==> src/rtl/seg_ctrl_pkg.sv <==
// Shared opcodes, FSM states and the 7-segment font for the SPI display controller.
package seg_ctrl_pkg;

    localparam logic [7:0] OP_NOP         = 8'h00;
    localparam logic [7:0] OP_WRITE_RAW   = 8'h01;
    localparam logic [7:0] OP_WRITE_HEX   = 8'h02;
    localparam logic [7:0] OP_SET_BLINK   = 8'h03;
    localparam logic [7:0] OP_READ_SEG    = 8'h04;
    localparam logic [7:0] OP_READ_STATUS = 8'h05;

    typedef enum logic {
        ST_IDLE,
        ST_ARG
    } state_e;

    // Segment order {g,f,e,d,c,b,a}; lower-case b and d keep them distinct from 8 and 0.
    localparam logic [6:0] HEXFONT [16] = '{
        7'h3F, 7'h06, 7'h5B, 7'h4F, 7'h66, 7'h6D, 7'h7D, 7'h07,
        7'h7F, 7'h6F, 7'h77, 7'h7C, 7'h39, 7'h5E, 7'h79, 7'h71
    };

endpackage

==> src/rtl/seg_hex_decoder.sv <==
// Combinational nibble to 7-segment pattern lookup.
module seg_hex_decoder
    import seg_ctrl_pkg::*;
(
    input  logic [3:0] nibble_i,
    output logic [6:0] pattern_o
);

    assign pattern_o = HEXFONT[nibble_i];

endmodule

==> src/rtl/seg_cmd_ctrl.sv <==
// SPI byte-command sequencer driving a 7-segment display, with optional blink.
// Blink counter and blanking exist only when SEG_BLINK_EN is defined; BLINK_W must be >= 8.
module seg_cmd_ctrl
    import seg_ctrl_pkg::*;
#(
    parameter bit          ACTIVE_LOW = 1'b1,
    parameter int unsigned BLINK_W    = 24
) (
    input  logic       clk,
    input  logic       rst,
    input  logic       cs_active,
    input  logic       rx_valid,
    input  logic [7:0] rx_data,
    output logic [7:0] seg_out,
    output logic [7:0] tx_data,
    output logic       tx_load,
    output logic       err
);

    state_e     state_q, state_d;
    logic [7:0] op_q, op_d;
    logic [7:0] seg_q, seg_d;
    logic [7:0] seg_out_q;
    logic [7:0] tx_data_q, tx_data_d;
    logic       tx_load_q, tx_load_d;
    logic       err_q, err_d;
    logic       err_set, err_clr;
    logic       blank_d;
    logic [7:0] shown_d;
    logic [6:0] hex_pattern;

    seg_hex_decoder u_hex (
        .nibble_i  (rx_data[3:0]),
        .pattern_o (hex_pattern)
    );

    if (BLINK_W < 8) begin : g_blink_w_too_small
    end

`ifdef SEG_BLINK_EN
    localparam logic [BLINK_W-1:0] CNT_ONE = 1;

    logic               blink_wr;
    logic [2:0]         blink_sel_q, blink_sel_d;
    logic [BLINK_W-1:0] cnt_q, cnt_d;
    logic [7:0]         cnt_top;

    always_comb begin
        blink_sel_d = blink_wr ? rx_data[2:0] : blink_sel_q;
        cnt_d       = blink_wr ? '0 : cnt_q + CNT_ONE;
    end

    // blink_sel picks one of the top seven counter bits; larger values blink slower.
    assign cnt_top = cnt_d[BLINK_W-1 -: 8];
    assign blank_d = (blink_sel_d != 3'd0) && cnt_top[blink_sel_d];

    always_ff @(posedge clk) begin
        if (rst) begin
            blink_sel_q <= 3'd0;
            cnt_q       <= '0;
        end else begin
            blink_sel_q <= blink_sel_d;
            cnt_q       <= cnt_d;
        end
    end
`else
    logic [2:0] blink_sel_q;

    assign blink_sel_q = 3'd0;
    assign blank_d     = 1'b0;
`endif

    always_comb begin
        state_d   = state_q;
        op_d      = op_q;
        seg_d     = seg_q;
        tx_data_d = tx_data_q;
        tx_load_d = 1'b0;
        err_set   = 1'b0;
        err_clr   = 1'b0;
`ifdef SEG_BLINK_EN
        blink_wr  = 1'b0;
`endif
        case (state_q)
            ST_IDLE: begin
                // A byte arriving while chip-select is low is dropped.
                if (cs_active && rx_valid) begin
                    case (rx_data)
                        OP_NOP: ;
                        OP_WRITE_RAW, OP_WRITE_HEX, OP_SET_BLINK: begin
                            op_d    = rx_data;
                            state_d = ST_ARG;
                        end
                        OP_READ_SEG: begin
                            tx_data_d = seg_q;
                            tx_load_d = 1'b1;
                        end
                        OP_READ_STATUS: begin
                            tx_data_d = {err_q, 4'b0000, blink_sel_q};
                            tx_load_d = 1'b1;
                            err_clr   = 1'b1;
                        end
                        default: err_set = 1'b1;
                    endcase
                end
            end
            ST_ARG: begin
                if (!cs_active) begin
                    state_d = ST_IDLE;
                    err_set = 1'b1;
                end else if (rx_valid) begin
                    state_d = ST_IDLE;
                    case (op_q)
                        OP_WRITE_RAW: seg_d = rx_data;
                        OP_WRITE_HEX: seg_d = {rx_data[4], hex_pattern};
                        default: begin
`ifdef SEG_BLINK_EN
                            blink_wr = 1'b1;
`endif
                        end
                    endcase
                end
            end
            default: state_d = ST_IDLE;
        endcase

        err_d = err_set ? 1'b1 : (err_clr ? 1'b0 : err_q);
    end

    // Output pins are computed from next-state values so they change with seg_q, not after it.
    assign shown_d = blank_d ? 8'h00 : seg_d;

    always_ff @(posedge clk) begin
        if (rst) begin
            state_q   <= ST_IDLE;
            op_q      <= OP_NOP;
            seg_q     <= 8'h00;
            seg_out_q <= ACTIVE_LOW ? 8'hFF : 8'h00;
            tx_data_q <= 8'h00;
            tx_load_q <= 1'b0;
            err_q     <= 1'b0;
        end else begin
            state_q   <= state_d;
            op_q      <= op_d;
            seg_q     <= seg_d;
            seg_out_q <= ACTIVE_LOW ? ~shown_d : shown_d;
            tx_data_q <= tx_data_d;
            tx_load_q <= tx_load_d;
            err_q     <= err_d;
        end
    end

    assign seg_out = seg_out_q;
    assign tx_data = tx_data_q;
    assign tx_load = tx_load_q;
    assign err     = err_q;

endmodule
==> config.mk <==
export PLATFORM = sky130hd
export DESIGN_NAME = seg_cmd_ctrl
export DESIGN_NICKNAME = d
export VERILOG_FILES = /design/src/rtl/seg_ctrl_pkg.sv /design/src/rtl/seg_hex_decoder.sv /design/src/rtl/seg_cmd_ctrl.sv
export SDC_FILE = /design/constraint.sdc
export NUM_CORES = 1
export LEC_CHECK = 0
export CAP_MARGIN = 20
export CORE_ASPECT_RATIO = 0.75
export CORE_UTILIZATION = 50
export CTS_BUF_LIST = sky130_fd_sc_hd__clkbuf_8 sky130_fd_sc_hd__clkbuf_16
export DETAILED_ROUTE_END_ITERATION = 7
export GPL_ROUTABILITY_DRIVEN = 1
export PLACE_DENSITY_LB_ADDON = 0.1
export SETUP_SLACK_MARGIN = 0.02
export SYNTH_ARGS = -nofsm -noshare
export SYNTH_HDL_FRONTEND = slang
export SYNTH_SLANG_ARGS = --single-unit
==> constraint.sdc <==
create_clock -name clk -period 2.5 [get_ports clk]
set_input_delay 0.375 -clock clk [delete_from_list [all_inputs] [get_ports clk]]
set_output_delay 0.375 -clock clk [all_outputs]
set_load 0.02 [all_outputs]
Yosys cells after proc, flatten, opt, wreduce, memory -nomap -nowiden --
Memories as Yosys holds them, arrays and structs flattened. Cells that the tools add are included.
Storage, ports and cells: flip-flop bits (word level) 35, latch bits 0, memory bits (writable) 0, ROM bits 112, word-level logic and storage cells 52, memories 1
Memory list:
- (no name shown) | depth 16, bits a word 7, read ports 1, clocked after memory_dff 0, wr ports 0, RTL line seg_hex_decoder.sv:9 | assign pattern_o = HEXFONT[nibble_i];
Operators by class: $add $sub $neg 0, multiply operators 0, divide/modulo/power cells 0, order comparisons 1, equality and inequality tests 7, shift-type cells 0, multiplexer cells 22, bitwise gates (word level) 4, reduce and logical (&&, ||, !) cells 10
Operators with widths (count):
- $pmux W8 S2 | 2
- $eq A8 B2 Y1 const B | 3
- $mux W8 | 3
- $eq A8 B1 Y1 const B | 2
- $eq A8 B3 Y1 const B | 2
- $mux W7 | 2
- $mux W1 | 13
- $logic_not A8 Y1 | 1
- $not A8 Y8 | 1
- $reduce_and A3 Y1 | 2
- $reduce_or A3 Y1 | 2
- $reduce_or A6 Y1 | 1
- $ge A5 B5 Y1 const B | 1
- $not A4 Y5 | 1
- $pmux W1 S2 | 2
- $reduce_bool A2 Y1 | 2
- $not A1 Y1 | 2
- $reduce_or A2 Y1 | 1
- $logic_and A1 B1 Y1 | 1

Longest topological paths before layout --
word-level depth 9, mapped depth 6, mapped depth without buffers 6

Hierarchy --
Synthesis repeated with hierarchy kept, for this count alone.
Unflattened totals: cells, all modules 188, area total of the unflattened synthesis 1766.7 µm²
Modules (own cells, without submodules):
- seg_cmd_ctrl | instances 1, cells each 155, area each 1480.2 µm², seq. area each 700.7 µm²
- seg_hex_decoder | instances 1, cells each 33, area each 286.5 µm², seq. area each 0.0 µm²

Least setup slack after synthesis --
Ideal clock, no wire load.
path type input to register, start input port rx_data[3], end register tx_data_q[0] (netlist: tx_data[0]), library setup time 117 ps, arrival time 1721 ps, slack 663 ps, stages on the path 5, buffers on the path 1, cell sequence buf_6 -> or4_4 -> nor4_4 -> nor2_2 -> a22o_1
On the way: cells in the longest elaborated chain, start to end 3
RTL lines:
- start, declared | RTL line seg_cmd_ctrl.sv:13 | input logic [7:0] rx_data,
- $eq A8 B3 Y1 | RTL line seg_cmd_ctrl.sv:88 | case (rx_data)
- $reduce_bool A2 Y1 (no line)
- $reduce_and A3 Y1 (no line)
- end signal, assigned | RTL line seg_cmd_ctrl.sv:147 | tx_data_q <= tx_data_d;
- end, declared | RTL line seg_cmd_ctrl.sv:24 | logic [7:0] tx_data_q, tx_data_d;
Several ways; a longest one is shown, not always the timed one. A chain may end at the register's enable or synchronous reset.

Worst setup path in the final report --
start input port rx_data[1], end register seg_out_q[0] (netlist: seg_out[0])
On the way: cells in the longest elaborated chain, start to end 9
RTL lines:
- $not A4 Y5 (not written as such) | RTL line seg_hex_decoder.sv:9
- $mem_v2 Z16 W7
- $mux W7 (not written as such) (2 in a row) | RTL line seg_hex_decoder.sv:9
- $pmux W8 S2 | RTL line seg_cmd_ctrl.sv:113 | case (op_q)
- $mux W8 | RTL line seg_cmd_ctrl.sv:111 | end else if (rx_valid) begin
- $mux W8 | RTL line seg_cmd_ctrl.sv:108 | if (!cs_active) begin
- $mux W8 | RTL line seg_cmd_ctrl.sv:84 | case (state_q)
- $not A8 Y8 | RTL line seg_cmd_ctrl.sv:146 | seg_out_q <= ACTIVE_LOW ? ~shown_d : shown_d;
- end signal, assigned | RTL line seg_cmd_ctrl.sv:138 | seg_out_q <= ACTIVE_LOW ? 8'hFF : 8'h00;
- end signal, assigned | RTL line seg_cmd_ctrl.sv:146
- end, declared | RTL line seg_cmd_ctrl.sv:23 | logic [7:0] seg_out_q;
Every way passes these cells. The select of a mux whose other input is x is not followed.

==> impl_results.rst <==
.. list-table::
   :header-rows: 1

   * - Metric
     - Value
   * - Required @ worst endpoint
     - about 2.7 ns
   * - Vias per cell
     - 5.69
   * - Final Wtd Congestion
     - 0.883
   * - Slack of the worst reg-to-reg path
     - 0.52 ns
   * - Synthesized area
     - ~1700 µm²
   * - Outcome
     - completed
   * - Startpoint of the worst register-to-register path
     - state_q
   * - Final max-slew violation count
     - 0
   * - Multiplexer fraction of the synthesized cell area
     - around 2.6%
   * - Fin worst setup slack
     - between 0.4 and 0.5 ns
   * - Static leakage power
     - 0.000757 µW
   * - Number of endpoints failing setup at the final stage
     - 0
   * - Initial core utilization
     - 54.4%
   * - Launching element of the worst setup path
     - rx_data[1]
   * - Number of cells produced by synthesis
     - 166
   * - Timing-limited maximum frequency
     - ~0.48 GHz
   * - Latest clock arrival within the worst-skew pair
     - approximately 0.30 ns
   * - HPWL Detailed
     - between 2000 and 3000 µm
   * - Compound-cell area share of the yosys netlist
     - between 20 and 25%
   * - Startpoint type of the worst setup path
     - input port
   * - Area of the die
     - ~3500 µm²
   * - Hold-fix buffer count after cts
     - 0
   * - Largest net degree at the start of global routing
     - 17
   * - Part of the cycle the worst path needs
     - roughly 83%
   * - Yosys synthesis warning count
     - 0
   * - Overall via count from detail_route
     - roughly 1,400
   * - Unrepaired setup endpoints after global routing
     - no
   * - Hold crit path type
     - flip-flop to flip-flop
   * - Hold violation total from the final report
     - 0
   * - Area inside the core boundary
     - between 3000 and 4000 µm²
   * - Fill cell total of the finished layout
     - 247
   * - Remaining max-slew budget at the tightest pin
     - between 60 and 70%
   * - Number of cell rows
     - 17
   * - Layout area overhead
     - 26.7%
   * - Storage cell area
     - approximately 700 µm²
   * - Antenna fix cells
     - 0
   * - Power density over the cells
     - 509 nW/µm²
   * - First-pass GRT wire length
     - approximately 6100 µm
   * - Drt pass-1 iters
     - 4
   * - Area of the multi-input gates
     - around 900 µm²
   * - Peak supply drop
     - approximately 0.32 mV
   * - Post-synthesis register bit count
     - 35
   * - Horizontal die dimension
     - 68.4 µm
   * - Max FO, Critical Path
     - 6
   * - Proportion of netlist area held by the largest area contributor
     - a little over two fifths
   * - Main combinational cell family by area after synthesis
     - simple AND/OR/NAND/NOR gates
   * - Number of global-route vias before repair
     - approximately 1,300
   * - Avg Cell Area, Syn
     - about 10 µm²
   * - Share of synthesized area occupied by flip-flops and latches
     - 42.3%
   * - Hold path start
     - op_q[5]
   * - Endpoint arrival time on the critical path
     - ~2.3 ns
   * - Buffer count from post-CTS setup fixing
     - 0
   * - Total routing usage reported by global routing
     - around 25%
   * - Pre-CTS setup slack
     - around 0.12 ns
   * - Final antenna-violating net count
     - 0
   * - Biggest area consumer among synthesized cells
     - sky130_fd_sc_hd__dfxtp_1
   * - Layout net count
     - approximately 220
   * - Chip Height
     - ~52 µm
   * - Synth top area cells
     - sky130_fd_sc_hd__dfxtp_1 (42%), sky130_fd_sc_hd__ha_1 (6.0%), sky130_fd_sc_hd__a22o_1 (4.8%), sky130_fd_sc_hd__nor4_4 (3.9%), sky130_fd_sc_hd__nor2b_1 (3.0%)
   * - Async set-reset flop share out of synthesis
     - 0%
   * - Share of final-layout standard cells stronger than drive strength 1
     - between 10 and 15%
   * - I/O Pins
     - 30
   * - Total Routed Length
     - between 3000 and 4000 µm
   * - Synth Net Count
     - 186
   * - Number of antenna violations at the first check in global routing
     - 0
   * - Number of DRC violations after detailed routing
     - 0
   * - Minimum period implied by the final worst setup slack
     - around 2.1 ns
   * - CTS buffer count
     - 5
   * - Clock sink total
     - 35
   * - Actual transition at the worst max-transition pin
     - 0.531 ns
   * - Resized Gates After CTS
     - 0
   * - Clock root cell
     - sky130_fd_sc_hd__clkbuf_8
   * - Share of synthesized cell area in full adder, half adder and majority cells
     - between 6 and 7%
   * - Design area
     - 2100 µm²
   * - Htree depth
     - 2
   * - Wire length per cell
     - roughly 16 µm
   * - Buffers added on ports
     - 29
   * - Area fraction in and, or, nand and nor cells after synthesis
     - 22.1%
   * - Number of flops mapped to enable cells by yosys
     - 0
   * - Largest buffer count on any clock path
     - 2
   * - Primary flip-flop cell chosen by synthesis mapping
     - sky130_fd_sc_hd__dfxtp_1
   * - Placed Area
     - between 2000 and 2500 µm²
   * - Starting DRT DRC Count
     - 59
   * - Number of unique standard cell types used by synthesis
     - 46
   * - Xor/xnor share of the synthesized area
     - less than 1%
   * - CTS tree
     - built
   * - Fin Clk Skew
     - approximately 0.0073 ns
   * - Total congestion overflow
     - 0
   * - Max-capacitance violation count
     - 0
   * - Setup_tns
     - 0 ns
   * - Type of element capturing the critical path
     - flip-flop
   * - Category of the most critical setup path
     - input port to flip-flop
   * - CTS clock-pin slew for the worst setup and hold paths
     - 0.07 ns
kinds of logic after synthesis:
logic type | after synthesis
buffers and inverters | 15
and+or+nand+nor | 56
xor gates and xnor gates | 1
AOI/OAI and AO/OA | 47
adders and majority gates | 8
DFF | 35
muxes | 4
state kept, by name (all words and copies together), names as in the netlist, named ones only:
name,cells
op_q,8
err,1
seg_out,8
tx_data,8
seg_q,5
tx_load,1
state_q,1
layout by cell type (no fill, tap or decap), drive strengths merged, types with 2 or more instances in the layout:
cell | netlist | layout
dfxtp | 35 | 35
clkdlybuf4s50 | 0 | 29
nor2 | 14 | 14
a22o | 9 | 9
buf | 2 | 9
nor2b | 8 | 8
ha | 8 | 8
inv | 6 | 7
nand2 | 7 | 7
a21oi | 7 | 7
and2 | 6 | 6
a211o | 5 | 5
a211oi | 5 | 5
clkbuf | 7 | 5
nand3 | 4 | 4
nand3b | 3 | 3
nor4 | 3 | 3
mux2 | 3 | 3
o21ai | 3 | 3
or3 | 2 | 2
nand2b | 2 | 2
a2111oi | 2 | 2
a311o | 2 | 2
o31ai | 2 | 2
nor3 | 2 | 2
report_power, final:
part / leakage (µW) / total (µW) / switching [µW] / internal [µW]
logic: 0.000430 / 97.9 / 55.8 / 42.1
registers: 0.000282 / 559 / 1.13 / 558
clock network: 0.0000453 / 410 / 219 / 191
Yosys cell counts, types with 2 or more instances:
library cell and number:
sky130_fd_sc_hd__and2_1 6, sky130_fd_sc_hd__a211o_1 5, sky130_fd_sc_hd__nor3_1 2, sky130_fd_sc_hd__a211oi_1 5
sky130_fd_sc_hd__clkbuf_1 7, sky130_fd_sc_hd__nand3_1 3, sky130_fd_sc_hd__nand3b_1 3, sky130_fd_sc_hd__o21ai_0 2
sky130_fd_sc_hd__a2111oi_0 2, sky130_fd_sc_hd__nor2b_1 8, sky130_fd_sc_hd__a311o_1 2, sky130_fd_sc_hd__dfxtp_1 35
sky130_fd_sc_hd__nor2_2 2, sky130_fd_sc_hd__mux2_2 3, sky130_fd_sc_hd__nand2_1 7, sky130_fd_sc_hd__buf_6 2
sky130_fd_sc_hd__or3_1 2, sky130_fd_sc_hd__nor2_1 12, sky130_fd_sc_hd__nand2b_1 2, sky130_fd_sc_hd__ha_1 8
sky130_fd_sc_hd__a21oi_1 7, sky130_fd_sc_hd__o31ai_1 2, sky130_fd_sc_hd__a22o_1 9, sky130_fd_sc_hd__nor4_4 3
sky130_fd_sc_hd__inv_1 6
through the flow:
step                hold slack, ns  total power, µW  std cells  util [%]
floorplan                    0.421              625        166         -
finish                       0.461             1070        241      68.9
CTS                          0.468             1070        241      68.9
global placement             0.433              665        233      66.1
global route                 0.472             1100        241      68.9
detailed placement           0.447              668        233      66.1
per-layer routing:
metal / vias to the layer above / track usage [%] / wire [µm]
met1: 643 / 30.9 / 1900
met4: 0 / 13.2 / 93
met2: 38 / 37.4 / 1710
met3: 12 / 7.46 / 183
li1: 678 / - / -
met5: - / 0 / 0
final timing paths:
path | end | depth (start not counted)
hold reg to reg | op_q[5] | 1
hold / removal | op_q[5] | 1
setup / recovery | seg_out[0] | 7
setup reg to reg | seg_q[0] | 5
worst max-delay path: stages:
cell	delay, ns
sky130_fd_sc_hd__clkdlybuf4s50_1	0.47
sky130_fd_sc_hd__inv_1	0.12
sky130_fd_sc_hd__ha_1	0.26
sky130_fd_sc_hd__nor2b_1	0.16
sky130_fd_sc_hd__a2111oi_0	0.40
sky130_fd_sc_hd__nor3b_1	0.16
sky130_fd_sc_hd__or3_1	0.32
cell type report:
class                   count  area share [%]
well taps                  38            2.27
repair buffers             38            17.1
clock buffers               5            3.28
clock inverters             3           0.776
inverters                   6            1.07
flip-flops and latches     35            33.4
multi-input cells         116            42.1
(Power assumes the default switching activity.)
==> variant 1, RTL diff (same flow settings) <==
`ACTIVE_LOW`: 1'b1 -> 1'b0.
--- a/src/rtl/seg_cmd_ctrl.sv
+++ b/src/rtl/seg_cmd_ctrl.sv
@@ -4,5 +4,5 @@
     import seg_ctrl_pkg::*;
 #(
-    parameter bit          ACTIVE_LOW = 1'b1,
+    parameter bit          ACTIVE_LOW = 1'b0,
     parameter int unsigned BLINK_W    = 24
 ) (
Check against the original RTL: not equivalent (Yosys sat finds a counterexample within 4 cycles, from zero or initial values and one cycle with rst high).
==> variant 1 against the original RTL <==
Count of clock-buffer cells in the layout shrank 2; critical path depth is 2 lower; sequential cell count is 8 lower; worst setup slack gained 0.049 ns; largest power group unchanged; synthesized area down 19%; critical path type unchanged; total power decreased by 28%; via count is 15% lower; routed wire length is 22% lower; final area fell by 17%.
==> variant 1: results (changes against the original RTL) <==
* Cell Int Power at 585 µW (-26%)
* Setup Skew at 0.00771 ns (+0.000367 ns)
* H-tree Lvls at 1 (-1)
* FF-to-FF End: seg_out[3]
* Worst r2r path cells at 4 (-1)
* Starting DRT DRC Count at 68 (+15%)
* Worst-path clk slew at 0.09 ns (+0.02 ns)
* Register-to-register setup slack at 0.71 ns (+0.19 ns)
* Multiplexer share of the synthesized area at 0.0547 (+0.0283)
* VDD IR-drop max at 0.299 mV (-6.7%)
* Setup crit start: rx_data[3]
* Synthesized Nets at 161 (-13%)
* Final Cycle Share at 0.814 (-0.0196)
* Avg WL per Cell at 14.5 µm (-10%)
* LEAKAGE at 0.000675 µW (-11%)
* Pwr/cell area at 442 mW/mm² (-13%)
* Most instantiated cells after synthesis: 27 x dfxtp_1, 15 x nor2_1, 9 x nand2_1
* Hpwl dp at 2.33 mm (-18%)
* Rel. slew slack at 0.698 (+0.0532)
* Clock power share at 0.319 (-0.065)
* Tot GR Track Use at 0.224 (-0.0223)
* Status: finished, final reports clean
* First-pass GRT wire length at 4.66 mm (-24%)
* Latest clock arrival within the worst-skew pair at 0.27 ns (-0.03 ns)
* HP Start: op_q[3]
* Detailed Routing Iterations Pass 1 at 5 (+1)
* Routability cong. at 0.859 (-2.8%)
* Synth Area in Adders at 0.0464 (-0.0141)
* Sequential Power Share at 0.559 (+0.035)
-- variant 1: worst max path at each step --
stage,end,depth (start not counted)
final,op_q[2],5
after global routing,op_q[7],8
after CTS,seg_out[3],7
after detailed placement,seg_out[3],7
after global placement,op_q[7],5
after floorplan,tx_data[0],4
-- variant 1: per-layer routing --
| layer | track usage | vias up | wire length (µm) |
|---|---|---|---|
| met5 | 0 | - | 0 |
| met4 | 0.0444 | 0 | 12 |
| met3 | 0.0634 | 2 | 178 |
| met2 | 0.381 | 37 | 1410 |
| met1 | 0.287 | 540 | 1440 |
| li1 | - | 585 | - |
-- variant 1: cell type report --
cell class | count | area, µm²
clock buffers | 3 | 41.3
well taps | 34 | 42.5
fillers | 189 | 673
flip-flops and latches | 27 | 541
multi-input cells | 102 | 751
inverters | 7 | 26.3
clock inverters | 1 | 3.75
repair buffers | 36 | 343
-- variant 1: metrics by stage --
step,util,cells
final,0.722,210
after global routing,0.722,210
after CTS,0.722,210
after detailed placement,0.703,206
after global placement,0.703,206
after floorplan,-,144
==> variant 2, RTL diff (config.mk and constraints unchanged) <==
Made on the original files. Add an input register stage for `cs_active` and `rx_valid`, without a reset; this delays them by one clock. The other inputs are not delayed to match.
--- a/src/rtl/seg_cmd_ctrl.sv
+++ b/src/rtl/seg_cmd_ctrl.sv
@@ -17,4 +17,12 @@
     output logic       err
 );
+
+    logic cs_active_q;
+    logic rx_valid_q;
+
+    always_ff @(posedge clk) begin
+        cs_active_q <= cs_active;
+        rx_valid_q  <= rx_valid;
+    end
 
     state_e     state_q, state_d;
@@ -85,5 +93,5 @@
             ST_IDLE: begin
                 // A byte arriving while chip-select is low is dropped.
-                if (cs_active && rx_valid) begin
+                if (cs_active_q && rx_valid_q) begin
                     case (rx_data)
                         OP_NOP: ;
@@ -106,8 +114,8 @@
             end
             ST_ARG: begin
-                if (!cs_active) begin
+                if (!cs_active_q) begin
                     state_d = ST_IDLE;
                     err_set = 1'b1;
-                end else if (rx_valid) begin
+                end else if (rx_valid_q) begin
                     state_d = ST_IDLE;
                     case (op_q)
Function: changed (a bounded check fails within 4 cycles, from zero or initial values and one cycle with rst high).
==> variant 2 against the original RTL <==
Final area increased by 1.2%; worst setup slack lost 0.0095 ns; via count down 1.3%; sequential cell count is 2 higher; worst hold slack worse by 0.0015 ns; synthesized area increased by 2.0%; global-route usage down 1.5 points; count of clock-buffer cells in the layout grew 1; routed wire length decreased by 3.8%; total power grew 5.1%; core utilization down 0.14 points; largest cell class unchanged.
==> variant 2: results (changes against the original RTL) <==
* Status: finished, final reports clean
* Layout cell share with drive strength beyond 1 at 0.127 (-0.0154)
* Tot Pwr at 1120 µW (+5.1%)
* Worst-Margin Slew at 0.536 ns (+0.00479 ns)
* FF-to-FF End: seg_out[6]
* CP peak stage delay at 0.44 ns (-0.03 ns)
* Final setup vio count at 0 (unchanged)
* Register area share after synthesis at 0.439 (+0.0152)
* Antenna violations before repair at 0 (unchanged)
* Synth Warn # at 0 (unchanged)
* Hpwl dp at 2.82 mm (-0.50%)
* VDD IR-drop max at 0.447 mV (+39%)
* Setup crit start: rx_data[0]
* Met2 usage in global routing at 0.372 (-0.00201)
* Min-delay worst type: flop to flop
* Starting DRT DRC Count at 94 (+59%)
* Synthesized Nets at 190 (+2.2%)
* Worst Hold Slack at 0.459 ns (-0.00147 ns)
* Setup WS pre-CTS at 0.147 ns (+0.0269 ns)
* Placed Instances at 234 (+0.43%)
* Worst r2r path cells at 5 (unchanged)
* XOR/XNOR Fraction of Synth Area at 0.00519 (-0.000106)
* Hold endpoint: op_q[7]
* Synth Area in Adders at 0.0593 (-0.00121)
* Final wirelength at 3.75 mm (-3.8%)
* Dominant cells by area after synthesis: dfxtp_1 44%, ha_1 5.9%, a22o_1 4.7%, nor2_1 3.1%, and2_1 2.6%
* Max Clk Rate at 478 MHz (-0.45%)
* Cell Int Power at 858 µW (+8.5%)
* CTS root buf: clkbuf_8
* Compound-cell area share of the yosys netlist at 0.209 (-0.0118)
* HP Start: op_q[7]
* Met3 usage at 0.0769 (+0.00236)
* Power Clock at 433 µW (+5.6%)
* Multiplexer share of the synthesized area at 0.0319 (+0.00540)
* Tot GR Track Use at 0.231 (-0.0148)
* FILL cells at 254 (+2.8%)
* Comb power frac at 0.084 (-0.008)
* First-pass GRT wire length at 6.11 mm (+0.23%)
* Worst-path fanout max at 7 (+1)
* Reg-to-reg startpoint: op_q[6]
* Latest clock arrival within the worst-skew pair at 0.29 ns
* DR vias/cell at 5.59 (-1.7%)
* Routability cong. at 0.883 (about the same)
* Register-to-register setup slack at 0.76 ns (+0.24 ns)
* Post-CTS sizing at 0 (unchanged)
* Largest net degree at the start of global routing at 22 (+5)
* NumNets Final at 223 (+0.45%)
* Setup Skew at 0.00741 ns (+0.0000645 ns)
* Avg Cell Area, Syn at 9.94 µm² (-0.36%)
* LEAKAGE at 0.000805 µW (+6.4%)
* Met1 GRT Util at 0.286 (-0.0231)
* Postcts setup bufs at 0 (unchanged)
* Commonest non-fill, non-tap cell in the layout: dfxtp_1
* Distinct cells, synth at 47 (+2.2%)
* Finished Layout Cells at 242 (+0.41%)
* Most instantiated cells after synthesis: 37 x dfxtp_1, 14 x nor2_1, 9 x a22o_1
* Vias in the first global route at 1256 (-4.6%)
* Placement Cell Area at 0.00203 mm² (+0.68%)
## variant 2: cell count changes in the layout (fill, tap and decap cells not counted), sizes merged, moves of 2 or more
cell / delta
inv: -3
a2111o: +2
a2111oi: -2
a311o: -2
a31o: +2
a31oi: +2
and2b: +2
dfxtp: +2
nand3: -2
o21bai: +2
## variant 2: metal layers
layer	wire length, µm	share of wire
met3	136	0.036
met4	50	0.013
met2	1710	0.46
met5	0	0
met1	1850	0.49
## variant 2: critical path: cells and delay by family
family                     cells  cell delay, ns
AOI/OAI and AO/OA              3            0.74
adders and majority gates      1            0.25
buffers and inverters          2            0.62
muxes                          1            0.29
## variant 2: cell type report
cell class	count	area (µm²)	area share
clock buffers	6	82.6	0.0389
clock inverters	2	13.8	0.00649
inverters	4	15.0	0.00708
multi-input cells	118	872	0.411
flip-flops and latches	37	741	0.349
well taps	38	47.5	0.0224
repair buffers	37	350	0.165
